`config.mk`:
```
export PLATFORM = sky130hd
export DESIGN_NAME = hyperbus_tf_arbiter
export DESIGN_NICKNAME = d
export VERILOG_FILES = /design/src/rtl/hyperbus_tf_arbiter.sv
export SDC_FILE = /design/constraint.sdc
export NUM_CORES = 1
export LEC_CHECK = 0
export BUFFER_PORTS_ARGS = -buffer_cell sky130_fd_sc_hd__buf_4
export CAP_MARGIN = 20
export CORE_AREA = 2 2 80 82
export DETAILED_ROUTE_END_ITERATION = 7
export DIE_AREA = 0 0 82 84
export GPL_TIMING_DRIVEN = 0
export PLACE_DENSITY = 0.75
export SLEW_MARGIN = 20
export SYNTH_ARGS = -nofsm -noshare
export SYNTH_HDL_FRONTEND = slang
export SYNTH_SLANG_ARGS = --single-unit
```
`constraint.sdc`:
```
create_clock -name clk_i -period 1.25 [get_ports clk_i]
set_clock_uncertainty 0.1 [all_clocks]
set_input_delay 0.125 -clock clk_i [delete_from_list [all_inputs] [get_ports clk_i]]
set_output_delay 0.125 -clock clk_i [all_outputs]
set_load 0.01 [all_outputs]
```
`src/rtl/hyperbus_tf_arbiter.sv`:
```
// Round-robin arbiter that shares the single HyperBus PHY transfer port between NumReq requesters.
// Optional WAIT_DONE watchdog is compiled in when HYPERBUS_ARB_TIMEOUT_EN is defined.
module hyperbus_tf_arbiter #(
    parameter int NumReq        = 2,
    parameter int IdW           = (NumReq > 1) ? $clog2(NumReq) : 1,
    parameter int TimeoutCycles = 1024,
    parameter int TfW           = 43
) (
    input  logic                  clk_i,
    input  logic                  rst_i,
    input  logic [NumReq-1:0]     req_valid_i,
    output logic [NumReq-1:0]     req_ready_o,
    input  logic [NumReq*TfW-1:0] req_tf_i,
    output logic                  tf_valid_o,
    input  logic                  tf_ready_i,
    output logic [TfW-1:0]        tf_o,
    output logic [IdW-1:0]        tf_id_o,
    input  logic                  xfer_done_i,
    output logic                  busy_o,
    output logic                  timeout_o
);

    typedef enum logic [1:0] {
        IDLE,
        ISSUE,
        WAIT_DONE
    } state_e;

    state_e           state_q, state_d;
    logic [IdW-1:0]   rr_ptr_q, rr_ptr_d;
    logic [IdW-1:0]   tf_id_q, tf_id_d;
    logic [TfW-1:0]   tf_q, tf_d;
    logic [IdW-1:0]   winner;
    logic [IdW-1:0]   next_ptr;
    logic             any_valid;
    logic             timeout_evt;

    // Search from the highest offset down so the requester closest to rr_ptr is written last and wins.
    always_comb begin
        int idx;
        any_valid = 1'b0;
        winner    = '0;
        idx       = 0;
        for (int k = NumReq - 1; k >= 0; k--) begin
            idx = int'(rr_ptr_q) + k;
            if (idx >= NumReq) idx = idx - NumReq;
            if (req_valid_i[idx]) begin
                any_valid = 1'b1;
                winner    = IdW'(idx);
            end
        end
    end

    assign next_ptr = (tf_id_q == IdW'(NumReq - 1)) ? '0 : tf_id_q + IdW'(1);

`ifdef HYPERBUS_ARB_TIMEOUT_EN
    localparam int CntW = $clog2(TimeoutCycles + 1);

    logic [CntW-1:0] cnt_q, cnt_d;

    // A completion arriving in the same cycle as the limit takes precedence over the watchdog.
    always_comb begin
        cnt_d       = cnt_q;
        timeout_evt = (state_q == WAIT_DONE) && !xfer_done_i && (cnt_q == CntW'(TimeoutCycles));
        if (state_q != WAIT_DONE) begin
            cnt_d = '0;
        end else if (!xfer_done_i && !timeout_evt) begin
            cnt_d = cnt_q + CntW'(1);
        end
    end

    always_ff @(posedge clk_i) begin
        if (rst_i) cnt_q <= '0;
        else       cnt_q <= cnt_d;
    end
`else
    assign timeout_evt = 1'b0;
`endif

    // NOTE: every signal gets its hold value first so no path through the case can infer a latch.
    always_comb begin
        state_d     = state_q;
        rr_ptr_d    = rr_ptr_q;
        tf_d        = tf_q;
        tf_id_d     = tf_id_q;
        req_ready_o = '0;
        unique case (state_q)
            IDLE: begin
                if (any_valid) begin
                    req_ready_o[winner] = !rst_i;
                    tf_d                = req_tf_i[int'(winner)*TfW +: TfW];
                    tf_id_d             = winner;
                    state_d             = ISSUE;
                end
            end
            ISSUE: begin
                if (tf_ready_i) state_d = WAIT_DONE;
            end
            WAIT_DONE: begin
                if (xfer_done_i || timeout_evt) begin
                    state_d  = IDLE;
                    rr_ptr_d = next_ptr;
                end
            end
            default: state_d = IDLE;
        endcase
    end

    // NOTE: reset is synchronous and all state updates are non-blocking so every flop samples pre-edge values.
    always_ff @(posedge clk_i) begin
        if (rst_i) begin
            state_q  <= IDLE;
            rr_ptr_q <= '0;
            tf_q     <= '0;
            tf_id_q  <= '0;
        end else begin
            state_q  <= state_d;
            rr_ptr_q <= rr_ptr_d;
            tf_q     <= tf_d;
            tf_id_q  <= tf_id_d;
        end
    end

    assign tf_valid_o = (state_q == ISSUE);
    assign busy_o     = (state_q != IDLE);
    assign tf_o       = tf_q;
    assign tf_id_o    = tf_id_q;
    assign timeout_o  = timeout_evt && !rst_i;

endmodule

```
# After elaboration in Yosys (flattened, before gate mapping)

Cells that the tools add are included.

Flip-flop bits (word level): 47
Bits in latches: 0
Bits in writable memories: 0
Memory bits (read-only): 0
Logic and storage cells: 50
Memories kept: 0

Add/sub/neg operators: 4
Multipliers: 1
Divide/modulo/power cells: 0
Magnitude comparators: 6
Equal/unequal tests: 5
Shift-type cells: 1
Mux-type cells: 21
Bitwise logic cells: 1
Reductions and logical operators: 7

Operators by type and width:

| kind                                                        | count |
|---|---|
| variable part select 86 x 8 -> 43 bit                       | 1 |
| less-than comparator 32 x 3 -> 1 bit, second input constant | 2 |
| 2-to-1 mux 32 bit                                           | 2 |
| 2-to-1 mux 1 bit                                            | 12 |
| 2-to-1 mux 2 bit                                            | 5 |
| multiplier 1 x 6 -> 7 bit, second input constant            | 1 |
| case mux 2 bit (3 select lines)                             | 1 |
| != test 2 bit, second input constant                        | 2 |
| AND reduction 2 bit                                         | 2 |
| AND reduction 3 bit                                         | 1 |
| subtractor 1 x 2 -> 3 bit, second input constant            | 1 |
| subtractor 2 x 2 -> 3 bit, second input constant            | 1 |
| adder 1 x 1 -> 2 bit, second input constant                 | 1 |
| bitwise AND 2 bit                                           | 1 |
| == test 2 x 1 -> 1 bit, second input constant               | 1 |
| == test 2 bit, second input constant                        | 1 |
| >= comparator 1 x 2 -> 1 bit, second input constant         | 1 |
| >= comparator 2 bit, second input constant                  | 1 |
| logical NOT 2 bit                                           | 1 |
| less-than comparator 1 x 2 -> 1 bit, second input constant  | 1 |
| != test 2 x 1 -> 1 bit, second input constant               | 1 |
| nonzero test 2 bit                                          | 1 |
| adder 1 bit, second input constant                          | 1 |
| demux 1 bit (select 1 bit)                                  | 1 |
| 3 further kinds                                             | 3 |

# Logic depth before layout (Yosys ltp)

Gate-level depths: netlist (run 1).

Word-level depth: 15
Gate-level depth with buffers: 5
Mapped depth without buffers: 4

# Worst setup path after synthesis (run 1)

OpenSTA, ideal clock, no wires.

Path kind: register to output
Start point: register state_q[0]
End point: output req_ready_o[0]
Arrival time: 1293 ps
Path slack: -268 ps
Cell stages (with the launch flop): 4
Buffers on the path: 0
Cell sequence: dfxtp_1 > nor2_4 > inv_2 > a2111oi_0

Longest elaborated chain between the ends: 2

Ends and longest elaborated chain:

| element                  | RTL line | source |
|---|---|---|
| start: declaration       | 29       | `state_e state_q, state_d;` |
| start signal: assignment | 117      | `state_q <= state_d;` |
| logical NOT 2 bit        | 87       | `unique case (state_q)` |
| 2-to-1 mux 2 bit         | 87       |  |
| end: declaration         | 12       | `output logic [NumReq-1:0] req_ready_o,` |

Every way passes these cells.

# Worst setup path in the final report (run 1)

Start point: register state_q[1]
End point: output req_ready_o[0]

The elaborated chain is that of the path after synthesis.

==> summary.txt, run 1 <==
Logic synthesis
  • FFs w/ async S/R, synth: 0%
  • Yosys cell types: 23
  • Flops & latches, synth: 47
  • Register area share after synthesis: 41.1%
  • Top FF cell, synth: dfxtp_1
  • Syn avg cell area: about 8.2 um^2
  • Ys Warns: 0
  • Synthesized instance count: between 200 and 300
  • Post-synth EDFFs: 0
  • Cell area after synthesis: about 0.0023 mm^2
  • Mapped Nets: around 370

Placement
  • PortBufs: 138
  • Placed inst area: 0.00345 mm^2
  • Hpwl dp: 5.86 mm
  • Routability Congestion: about 0.74

Power and ir drop
  • Pwr/cell area: 1080 mW/mm^2
  • Switch Pwr: 1.42 mW
  • Register share of total power: 40.1%
  • Logic pwr share: 37.4%
  • Power, Total: approximately 4.4 mW
  • Peak supply drop: 571 uV
  • Clock power share: 22.5%
  • Internal: 2.99 mW
  • Switching Fraction: 32.2%
  • P_leak: 1.73 nW

Timing
  • Final setup vio count: 49
  • RSZ-0062 raised after global routing: true
  • Max Slew Vio Count: 0
  • Slew margin rel.: 52.2%
  • Worst slew pin tran: 0.717 ns
  • Final Hold Violating Endpoints: 0
  • Min Clock Period, post-route: 1.57 ns
  • Worst setup margin: -0.321 ns
  • Final worst-path cycle share: 126%
  • Peak Freq: 636 MHz

GRT
  • Largest net degree at the start of global routing: 17
  • First-pass GRT wire length: 13.5 mm
  • Vias in the first global route: 2887
  • GR Overflow Total: 0
  • Initial antenna violation count: 0
  • M2 GR Usage: between 40% and 50%
  • GRT Util Overall: 24.6%
  • Met3 Resource Use GR: 7.25%
  • Met1 Use GR: between 30% and 40%
  • GR peak layer: met2

Worst setup path
  • WP data required: 1.02 ns
  • CP arrival: 1.35 ns
  • Slowest stage cell, crit path: dfxtp_4
  • Crit start category: flop
  • Critical-path cell list: nor2_4 > inv_4 > a2111oi_4 > buf_4
  • Critical Path Sink Type: output pin
  • WS Path Type: flop to output pin
  • CP max FO: 5
  • Max incr delay on CP: 0.38 ns

Drt
  • DRC: 0
  • First-pass detailed-route iteration total: 5
  • WL per Instance: 17.3 um
  • Detail Route Antenna Nets: 0
  • Drt via density: 5.65
  • Iteration-0 DRC Markers: 121
  • Final WL: slightly above 9 mm
  • Routed vias: 2996

Layout
  • N_diodes: 0
  • Layout cells sized above 1: 47.9%
  • Area delta synth->final: 78.8%
  • Fillers: 546
  • Register area: 950 um^2
  • Area taken by multi-input logic gates: 0.00124 mm^2
  • Final nets: 544
  • Fin area: 0.00410 mm^2

Clock network
  • CTS tree: done
  • CTS buffer count: 5
  • Clock buffer depth: 2
  • Clock transition at path regs: roughly 0.10 ns
  • Clk_lat worst skew: 0.31 ns
  • Clock Sinks: 47
  • H-tree depth: 2
  • Root Driver: clkbuf_8

Die
  • Boundary pin count: 141
  • Core area: 0.00610 mm^2
  • Die W: 82 um
  • Site Rows: 29
  • Die height: 84 um
  • Initial Util: a little under two fifths
  • Die ar.: 0.00689 mm^2

Hold path
  • Worst Hold Class: primary input to flop

Status
  • Failing checks: negative setup slack
  • Status: finished, violations left

Run
  • Maxcap violations: 0
## cell type report
cell class | instances | area share, %
well taps | 77 | 2.35
inverters | 2 | 0.244
plain buffers | 36 | 7.06
repair buffers | 166 | 34.6
multi-input cells | 194 | 30.3
clock buffers | 5 | 1.68
clock inverters | 3 | 0.580
flip-flops and latches | 47 | 23.2
## worst max-delay path, delay by kind of cell, from the launching register on
| family | cells | cell delay [ns] |
|---|---|---|
| AND/OR/NAND/NOR | 1 | 0.12 |
| buffers and inverters | 2 | 0.26 |
| AO/OA/AOI/OAI | 1 | 0.28 |
| flip-flops | 1 | 0.38 |
## synthesized netlist by cell type, drive strengths merged (2+ instances only)
cell | count | area, um^2
dfxtp | 47 | 941
a21oi | 46 | 230
o21ai | 45 | 225
nand3 | 44 | 220
a311oi | 43 | 377
buf | 27 | 143
clkbuf | 10 | 38.8
nor2 | 5 | 36.3
a2111oi | 2 | 17.5
inv | 2 | 7.51
## path summary, 6_finish.rpt
path,from,to,slack (ns),cells past startpoint
setup / recovery,state_q[1],req_ready_o[0],-0.32,4
hold / removal,req_tf_i[39],tf_o[39],0.0005,3
setup reg to reg,state_q[1],tf_o[39],-0.25,7
hold reg to reg,state_q[1],state_q[0],0.41,1
## registers in the layout (all words and copies together) (netlist names)
name and cells:
tf_o 43, state_q 2, rr_ptr_q 1, tf_id_o 1
## what timing repair did
| item | CTS | global route |
|---|---|---|
| pin swaps | 7 | 39 |
| endpoints found under the hold margin | 5 | 0 |
| hold buffers | 4 | 0 |
| endpoints found under the setup margin | 48 | 49 |
| cloned | 4 | 8 |
| gates resized for setup | 40 | 43 |
| buffers inserted | 8 | 4 |
## power by group through the flow
| stage | sequential, mW | combinational (mW) | clock, mW |
|---|---|---|---|
| after CTS | 1.77 | 1.39 | 0.989 |
| after global placement | 1.80 | 1.24 | 0 |
| after floorplan | 1.87 | 0.540 | 0 |
| final | 1.77 | 1.65 | 0.990 |
| after global routing | 1.79 | 1.77 | 1.03 |
| after detailed placement | 1.80 | 1.25 | 0 |
## per-stage QoR
step	setup slack, ns	TNS, ns	std cells	hold slack, ns	util, %
2_1_floorplan	0.00203	0	280	0.143	-
3_3_place_gp	-0.240	-9.68	495	0.243	56.5
3_5_place_dp	-0.265	-10.37	495	0.247	56.5
4_1_cts	-0.304	-7.55	519	0.00222	62.3
5_1_grt	-0.364	-10.73	530	0.00552	67.2
6_report	-0.321	-7.56	530	0.000512	67.2
## layout by cell type (no fill, tap or decap), types with 7 or more instances in the layout
| cell type | n |
|---|---|
| buf_4 | 146 |
| a21oi_1 | 45 |
| nand3_1 | 44 |
| dfxtp_1 | 44 |
| a311oi_1 | 40 |
| o21ai_0 | 32 |
| buf_6 | 17 |
| o21ai_1 | 12 |
| buf_2 | 11 |
| clkbuf_1 | 9 |
| buf_8 | 7 |
## cells by family after synthesis
logic type / share of synthesized area, %
compound gates: 37.1
buf+inv: 8.25
flops: 41.1
other cells: 0.164
simple gates: 13.4
## routing by layer
layer | up-vias | share of wire, %
li1 | 1426 | -
met1 | 1420 | 41
met2 | 143 | 49
met3 | 7 | 8.7
met4 | 0 | 0.92
met5 | - | 0
(Power assumes the default switching activity.)
==> run 2: changes to the inputs <==
CELL_PAD_IN_SITES_DETAIL_PLACEMENT = 1   (was not set)
CELL_PAD_IN_SITES_GLOBAL_PLACEMENT = 1   (was not set)
CORE_AREA = 2 2 97 99   (was 2 2 80 82)
DIE_AREA = 0 0 99 101   (was 0 0 82 84)
PLACE_DENSITY = not set   (was 0.75)
PLACE_DENSITY_LB_ADDON = 0.1   (was not set)
SETUP_SLACK_MARGIN = 0.5   (was not set)
==> run 2 against run 1 <==
Net effect:
- the run ends with negative hold slack, negative setup slack left
- combinational power is 5% higher
- via count decreased by 3.1%
- clock-buffer cell count grew 2
- sequential share of layout area fell by 0.53 points
- wire length up 10%
- die area up 45%
- final cell count up 7.4%
- design area up 8.3%
- sequential power is 3% higher
- worst hold slack worse by 0.088 ns
- fmax shrank 1.7%
- core utilization down 18 points
- largest cell class unchanged
- largest power group unchanged
==> summary.txt, run 2 (synthesized netlist as in run 1, its figures left out) <==
Hold path
  • Worst Hold Class: primary input to flop

Layout
  • Area delta synth->final: 93.6%
  • Most frequent cells in the layout: buf_4 (110), buf_6 (70), dfxtp_2 (45), nand3_1 (44), a21oi_1 (44)
  • Max reg flops: 43 (unchanged)
  • Final nets: 549 (+0.92%)
  • Commonest non-fill, non-tap cell in the layout: buf_4
  • Layout cells sized above 1: 61.4% (+13 points)
  • Post-layout util: 49.4% (-18 points)
  • N_diodes: 0 (unchanged)

Placement
  • Dpl ws: -0.267 ns (-0.00201 ns)
  • Routability Congestion: 0.737 (about the same)
  • PortBufs: 138 (unchanged)
  • Hpwl dp: 6.71 mm (+15%)

Drt
  • Drt via density: 5.10 (-9.7%)
  • Iteration-0 DRC Markers: 72 (-40%)
  • WL met3: 572 um (-28%)
  • First-pass detailed-route iteration total: 4 (-1)
  • DRC: 0 (unchanged)
  • Final WL: 10.1 mm (+10%)
  • WL per Instance: 17.8 um (+2.7%)
  • Detail Route Antenna Nets: 0 (unchanged)
  • Uppermost layer routed: met4
  • Metal1 wirelength: 4.47 mm (+18%)
  • Routed vias: 2904 (-3.1%)
  • Metal2 WL: 5.00 mm (+11%)

Die
  • Die height: 101 um (+20%)
  • Die W: 99 um (+21%)
  • Die ar.: 0.0100 mm^2 (+45%)
  • Initial Util: 25.5% (-12 points)
  • Core area: 0.00898 mm^2 (+47%)
  • Boundary pin count: 141 (unchanged)
  • Site Rows: 35 (+21%)

GRT
  • GR Overflow Total: 0 (unchanged)
  • Largest net degree at the start of global routing: 15 (-2)
  • First-pass GRT wire length: 16.0 mm (+18%)
  • Initial antenna violation count: 0 (unchanged)
  • Vias in the first global route: 3153 (+9.2%)
  • GRT Util Overall: 19.6% (-5.0 points)

Clock network
  • CTS buffer count: 5 (unchanged)
  • Root Driver: clkbuf_8
  • Clk_lat worst skew: 0.30 ns (about the same)
  • H-tree depth: 2 (unchanged)
  • CTS tree: done
  • Clock buffer depth: 2 (unchanged)
  • Clock transition at path regs: 0.09 ns (about the same)
  • Clock Sinks: 47 (unchanged)

Worst setup path
  • CP max FO: 5 (unchanged)
  • Crit start category: flop
  • Critical Path Sink Type: output pin
  • WP data required: 1.02 ns (about the same)
  • CP arrival: 1.37 ns (+0.02 ns)
  • WS Path Type: flop to output pin

Timing
  • RSZ-0062 raised after global routing: true
  • Sum Neg Setup Slack: -8.46 ns (-0.898 ns)
  • Final worst-path cycle share: 128% (+2.2 points)
  • Worst slew pin tran: 0.755 ns (+0.0379 ns)
  • Min Clock Period, post-route: 1.60 ns (+0.0275 ns)
  • Hold Slack: -0.0879 ns (-0.0884 ns)
  • Final setup vio count: 48 (-2.0%)
  • Peak Freq: 626 MHz (-1.7%)
  • Max Slew Vio Count: 0 (unchanged)
  • Slew margin rel.: 49.7% (-2.5 points)
  • Worst setup margin: -0.349 ns (-0.0275 ns)
  • Final Hold Violating Endpoints: 6 (+6)

Status
  • Status: finished, violations left
  • Failing checks: negative hold slack, negative setup slack

Run
  • Maxcap violations: 0 (unchanged)

Power and ir drop
  • Peak supply drop: 476 uV (-17%)
  • Pwr/cell area: 1090 mW/mm^2 (+1.3%)
  • P_leak: 1.83 nW (+5.7%)
-- run 2: cell count changes in the layout (fill, tap and decap cells not counted), sizes merged --
| cell | previous run | this run |
|---|---|---|
| buf | 184 | 197 |
| clkbuf | 19 | 17 |
| bufinv | 0 | 1 |
| dlygate4sd3 | 4 | 0 |
| clkinvlp | 2 | 0 |
| inv | 3 | 2 |
-- run 2: worst paths after layout --
kind                                 start  cells past startpoint  slack (ns)             end
worst max-delay path            state_q[1]                      4       -0.35  req_ready_o[0]
worst min-delay path            tf_ready_i                      2       -0.09      state_q[0]
worst min register to register     tf_id_o                      2        0.40         tf_id_o
worst max register to register  state_q[1]                      6       -0.22        tf_o[15]
-- run 2: report_power, final --
group | leakage [nW] | internal, mW | total (mW) | switching (mW)
Combinational | 1.36 | 0.983 | 1.73 | 0.750
Clock | 0.0636 | 0.720 | 1.27 | 0.551
Sequential | 0.405 | 1.70 | 1.83 | 0.127
-- run 2: layout make-up --
class	instances	area, um^2
clock buffer	7	97.6
clock inverter	1	30.0
fill	1060	4540
sequential	47	1000
inverter	2	10.0
timing repair buffer	170	1530
multi-input combinational	194	1310
tap	111	139
buffer	37	314
-- run 2: layer usage --
layer | up-vias | global-route usage, %
met1 | 1382 | 24.8
met3 | 4 | 3.95
li1 | 1435 | -
met2 | 83 | 34.9
met5 | - | 0
met4 | 0 | 3.27
-- run 2: stage by stage --
stage / power, mW / std cells / cell area [um^2]
final: 4.83 / 569 / 4440
after global routing: 5.10 / 569 / 4440
after CTS: 4.78 / 557 / 4250
after detailed placement: 3.12 / 529 / 3530
after global placement: 3.10 / 529 / 3530
after floorplan: 2.43 / 280 / 2360
-- run 2: what timing repair did --
item | 4_1_cts | 5_1_grt
setup buffers | 17 | 12
resized for setup | 149 | 27
pin swaps | 23 | 14
setup endpoints to repair | 95 | 95
cloned | 3 | 0
endpoints found under the hold margin | 13 | 3
-- run 2: critical path, stage by stage (launching register included) --
cell and delay (ns):
dfxtp_4 0.37, nor2_4 0.15, inv_4 0.08, a2111oi_4 0.30, buf_4 0.18
